==> config.mk <==
export PLATFORM = sky130hd
export DESIGN_NAME = view_data_disp
export DESIGN_NICKNAME = d
export VERILOG_FILES = /design/src/rtl/view_data_disp.sv
export SDC_FILE = /design/constraint.sdc
export NUM_CORES = 1
export LEC_CHECK = 0
export ABC_AREA = 1
export BUFFER_PORTS_ARGS = -buffer_cell sky130_fd_sc_hd__buf_4
export CAP_MARGIN = 20
export CORE_MARGIN = 2
export CORE_UTILIZATION = 55
export DETAILED_ROUTE_END_ITERATION = 6
export PLACE_DENSITY_LB_ADDON = 0.12
export SETUP_SLACK_MARGIN = 0.3
export SKIP_CTS_REPAIR_TIMING = 1
export SYNTH_ARGS = -nofsm -noshare
export SYNTH_HDL_FRONTEND = slang
export SYNTH_SLANG_ARGS = --single-unit
==> constraint.sdc <==
create_clock -name Clock -period 2.3 [get_ports Clock]
set_input_delay 0.115 -clock Clock [delete_from_list [all_inputs] [get_ports Clock]]
set_output_delay 0.115 -clock Clock [all_outputs]
set_load 0.005 [all_outputs]
==> src/rtl/view_data_disp.sv <==
// Front-panel debug viewer: debounces KEY[3:1], steps between memory/register/PSW views
// and shows the selected 16-bit value on four 7-segment digits and on LEDR.
module view_data_disp #(
  parameter int DEBOUNCE_CYCLES = 250000
) (
  input  logic        Clock,
  input  logic        Reset,
  input  logic [15:0] mem_data,
  input  logic [15:0] reg_data,
  input  logic [15:0] psw_data,
  input  logic [15:0] addr,
  input  logic        view_key,
  input  logic [1:0]  mem_mode,
  output logic [6:0]  HEX0,
  output logic [6:0]  HEX1,
  output logic [6:0]  HEX2,
  output logic [6:0]  HEX3,
  output logic [5:0]  LEDG,
  output logic [15:0] LEDR
);

  localparam int CNT_W = $clog2(DEBOUNCE_CYCLES + 1);
  localparam logic [6:0] SEG_BLANK = 7'h7F;

  typedef enum logic [1:0] {V_MEM, V_REG, V_PSW} view_e;

  function automatic logic [6:0] seg7(input logic [3:0] nib);
    case (nib)
      4'h0: seg7 = 7'h40;  4'h1: seg7 = 7'h79;  4'h2: seg7 = 7'h24;  4'h3: seg7 = 7'h30;
      4'h4: seg7 = 7'h19;  4'h5: seg7 = 7'h12;  4'h6: seg7 = 7'h02;  4'h7: seg7 = 7'h78;
      4'h8: seg7 = 7'h00;  4'h9: seg7 = 7'h10;  4'hA: seg7 = 7'h08;  4'hB: seg7 = 7'h03;
      4'hC: seg7 = 7'h46;  4'hD: seg7 = 7'h21;  4'hE: seg7 = 7'h06;  default: seg7 = 7'h0E;
    endcase
  endfunction

  // Key bit order throughout: [0]=KEY1 next view, [1]=KEY2 memory view, [2]=KEY3 byte toggle
  logic [2:0]       raw_keys;
  logic [2:0]       sync1_q, sync2_q;
  logic [2:0]       deb_q, deb_d;
  logic [2:0]       press;
  logic [CNT_W-1:0] cnt_q [3];
  logic [CNT_W-1:0] cnt_d [3];

  view_e       view_q, view_d;
  logic        byte_q, byte_d;

  logic [15:0] value;
  logic        blank_hi;
  logic [5:0]  ledg_d;
  logic        addr_unused;

  assign raw_keys    = {view_key, mem_mode};
  assign addr_unused = ^addr[2:1];

  always_comb begin
    deb_d = deb_q;
    press = '0;
    for (int k = 0; k < 3; k++) begin
      cnt_d[k] = '0;
      if (sync2_q[k] != deb_q[k]) begin
        if (cnt_q[k] == CNT_W'(DEBOUNCE_CYCLES - 1)) begin
          deb_d[k] = sync2_q[k];
          press[k] = ~sync2_q[k];
        end else begin
          cnt_d[k] = cnt_q[k] + 1'b1;
        end
      end
    end
  end

  always_comb begin
    view_d = view_q;
    byte_d = byte_q ^ press[2];
    if (press[1]) begin
      view_d = V_MEM;
    end else if (press[0]) begin
      case (view_q)
        V_MEM:   view_d = V_REG;
        V_REG:   view_d = V_PSW;
        default: view_d = V_MEM;
      endcase
    end
  end

  always_comb begin
    value    = mem_data;
    blank_hi = 1'b0;
    case (view_q)
      V_REG:   value = reg_data;
      V_PSW:   value = psw_data;
      default: begin
        if (byte_q) begin
          value    = {8'h00, mem_data[7:0]};
          blank_hi = 1'b1;
        end
      end
    endcase
    ledg_d = {(view_q == V_REG) && (addr[15:3] != 13'd0),
              (view_q == V_MEM) && !byte_q && addr[0],
              byte_q,
              view_q == V_PSW,
              view_q == V_REG,
              view_q == V_MEM};
  end

  always_ff @(posedge Clock) begin
    if (Reset) begin
      sync1_q <= '1;
      sync2_q <= '1;
      deb_q   <= '1;
      for (int k = 0; k < 3; k++) cnt_q[k] <= '0;
      view_q  <= V_MEM;
      byte_q  <= 1'b0;
      HEX0    <= SEG_BLANK;
      HEX1    <= SEG_BLANK;
      HEX2    <= SEG_BLANK;
      HEX3    <= SEG_BLANK;
      LEDG    <= '0;
      LEDR    <= '0;
    end else begin
      sync1_q <= raw_keys;
      sync2_q <= sync1_q;
      deb_q   <= deb_d;
      for (int k = 0; k < 3; k++) cnt_q[k] <= cnt_d[k];
      view_q  <= view_d;
      byte_q  <= byte_d;
      HEX0    <= seg7(value[3:0]);
      HEX1    <= seg7(value[7:4]);
      HEX2    <= blank_hi ? SEG_BLANK : seg7(value[11:8]);
      HEX3    <= blank_hi ? SEG_BLANK : seg7(value[15:12]);
      LEDG    <= ledg_d;
      LEDR    <= value;
    end
  end

endmodule

==> flow_summary.ini <==
[run_status]
status = finished, final reports clean

[timing]
rsz0062_at_grt = yes
max_slew_margin = 0.704
tns_ns = 0
max_freq_mhz = 501
setup_slack_ns = 0.303
skew_ns = 0.00773
setup_viol = 0
hold_viol = 0
finalMaxSlewViolations = 0
tightest_slew_ns = 0.441
finalCritPeriodShare = 0.868
layout_min_cycle_time_ns = 2.00

[setup_path]
cp.required_ns = 2.75
cp_max_fo = 15
r2r-start = view_q[0]
worstSetupStartpointType = flip-flop
cp_data_arrival_time_ns = 2.44
r2r_end = HEX2[0]
cp-end-kind = flip-flop
critPathKind = reg2reg
reg2reg_slack_ns = 0.30
r2r_cells = 12

[routing]
first_pass_iters = 5
first_iter_violations = 333
vias = 5582
drc_errors = 0
drt-total-wl_um = 14600
ant_nets = 0
vias_per_cell = 5.04
wl_per_cell_um = 13.2

[floorplanning]
die-height_um = 108
coreArea_um2 = 10400
die-area_um2 = 11700
rows = 37
die_x_um = 108
num_io_pins = 119
start_util = 0.571

[synthesis]
ys_seq_area_frac = 0.390
syn_area_um2 = 5950
synth_cells = 801
synth-edff-count = 0
ys_seq_elements = 116
async_flop_share = 0
synth_warnings = 0
ys_types = 43
synth_ff_type = dfxtp_1
synth_nets = 897
syn_area_per_cell_um2 = 7.43

[layout]
fin_nets = 1055
area_growth_pct = 33.6
layout_common_cells = nand2_1, buf_4, dfxtp_1
final_common_cell = nand2_1
diodes = 0
drive_above_1_share = 0.292

[placed_design]
gp_congestion = 0.846
dp_worst_setup_slack_ns = 0.0946
numPortBuffers = 116
dpl.hpwl_um = 9800

[cts]
cts_sinks = 116
h-tree-depth = 4
max-clock-path-buffers = 2
cts_tree = done
clock_latency_ns = 0.52
cts_root_buf = clkbuf_8
numCtsBuffers = 17
clk_pin_slew_ns = 0.06

[pwr]
internal_power_w = 0.00411
power.switching_w = 0.00115
clockPowerShare = 0.511
powerDensity_nw_per_um2 = 661
p_leak_nw = 3.47
seq_power_share = 0.399
power_frac_comb = 0.090
swShare = 0.218
peakVddDrop_uv = 530

[worst_hold_path]
min_to = LEDR[0]
worstHoldStart = Reset
hp-class = in2reg
min_path_cells = 2

[global_routing]
grt_max_degree = 32
grt_usage = 0.243
grt_pass1_vias = 5043
antenna_found_initial = 0
grt_pass1_wl_um = 22500
overflow = 0

[job]
maxCapViolCount = 0
==> how the worst max path moves through the flow <==
stage / end / cells after the start / from / slack, ns
5_1_grt: HEX2[3] / 11 / view_q[0] / 0.25
3_3_place_gp: HEX0[0] / 9 / view_q[0] / 0.19
4_1_cts: HEX1[0] / 9 / view_q[0] / 0.07
3_5_place_dp: HEX1[0] / 9 / view_q[0] / 0.09
6_report: HEX2[0] / 12 / view_q[0] / 0.30
2_1_floorplan: HEX2[1] / 10 / view_q[0] / 0.31
==> sequential cells by signal (all words and copies together) (netlist names) <==
signal / count
HEX0: 7
HEX1: 7
HEX2: 7
HEX3: 7
LEDG: 6
LEDR: 16
byte_q: 1
cnt_q: 54
deb_q: 3
sync1_q: 3
sync2_q: 3
view_q: 2
==> cells in the mapped netlist (3+ instances only) <==
master | count | area share
nand2_1 | 186 | 0.12
dfxtp_1 | 116 | 0.39
nor2_1 | 102 | 0.064
inv_1 | 91 | 0.057
nand3_1 | 48 | 0.040
a21oi_1 | 27 | 0.023
ha_1 | 27 | 0.057
nor2_2 | 25 | 0.026
o21ai_0 | 17 | 0.014
xor2_1 | 17 | 0.025
nor3_1 | 15 | 0.013
o21ai_1 | 12 | 0.010
inv_2 | 11 | 0.0069
nand2_2 | 10 | 0.011
nand4_1 | 10 | 0.011
o21ai_2 | 8 | 0.012
or2_2 | 8 | 0.0084
buf_6 | 7 | 0.013
buf_2 | 5 | 0.0042
o211ai_1 | 5 | 0.0063
or2_0 | 5 | 0.0053
a22oi_1 | 4 | 0.0050
nand2_4 | 4 | 0.0076
nor2_4 | 4 | 0.0076
nor4_1 | 4 | 0.0042
a21oi_2 | 3 | 0.0044
a31oi_1 | 3 | 0.0032
inv_4 | 3 | 0.0032
nand3_2 | 3 | 0.0050
nor3_2 | 3 | 0.0050
==> through the flow <==
stage / total power, W / util / hold slack, ns / cell area (um2) / instances
final: 0.00525 / 0.763 / 0.00145 / 7950 / 1107
after global routing: 0.00542 / 0.763 / 0.00996 / 7950 / 1107
after CTS: 0.00523 / 0.721 / -0.239 / 7510 / 1076
after detailed placement: 0.00256 / 0.662 / 0.306 / 6900 / 1045
after global placement: 0.00255 / 0.662 / 0.303 / 6900 / 1045
after floorplan: 0.00234 / - / 0.199 / 5960 / 801
==> cells by family after synthesis <==
| group | Yosys count | synth area share |
|---|---|---|
| flip-flops | 116 | 0.390 |
| adder cells (fa/ha/maj) | 27 | 0.0568 |
| XOR/XNOR | 19 | 0.0280 |
| AND/OR/NAND/NOR | 432 | 0.336 |
| buffers and inverters | 120 | 0.0934 |
| AO/OA/AOI/OAI | 87 | 0.0957 |
==> worst max-delay path, stage by stage, from the launching register on <==
cell and delay (ns):
dfxtp_4 0.35, buf_12 0.12, ha_4 0.16, buf_12 0.14, nand2_1 0.07, nand2_2 0.06, a22oi_2 0.25, buf_4 0.19
ha_1 0.13, inv_1 0.05, o21ai_0 0.18, nand2_1 0.07, nand3_1 0.13
==> power by group through the flow <==
stage / Sequential [W] / Clock, W / Combinational, W
after CTS: 0.00210 / 0.00271 / 0.000422
after detailed placement: 0.00214 / 0 / 0.000419
after global routing: 0.00210 / 0.00280 / 0.000518
after floorplan: 0.00214 / 0 / 0.000192
final: 0.00210 / 0.00268 / 0.000474
after global placement: 0.00214 / 0 / 0.000412
==> area by class of cell <==
class | instances | area, um2
Clock buffer | 23 | 487
Clock inverter | 8 | 123
Fill cell | 731 | 2470
Inverter | 105 | 404
Multi-Input combinational cell | 565 | 3190
Sequential cell | 116 | 2330
Tap cell | 136 | 170
Timing Repair Buffer | 154 | 1240
==> layer usage <==
metal / up-vias / share of wire / GRT usage
met5: - / 0 / 0
met4: 0 / 0.018 / 0.0778
met3: 27 / 0.069 / 0.0904
met2: 187 / 0.50 / 0.408
met1: 2518 / 0.41 / 0.287
li1: 2850 / - / -
No activity file was read; power rests on OpenSTA's default activity.
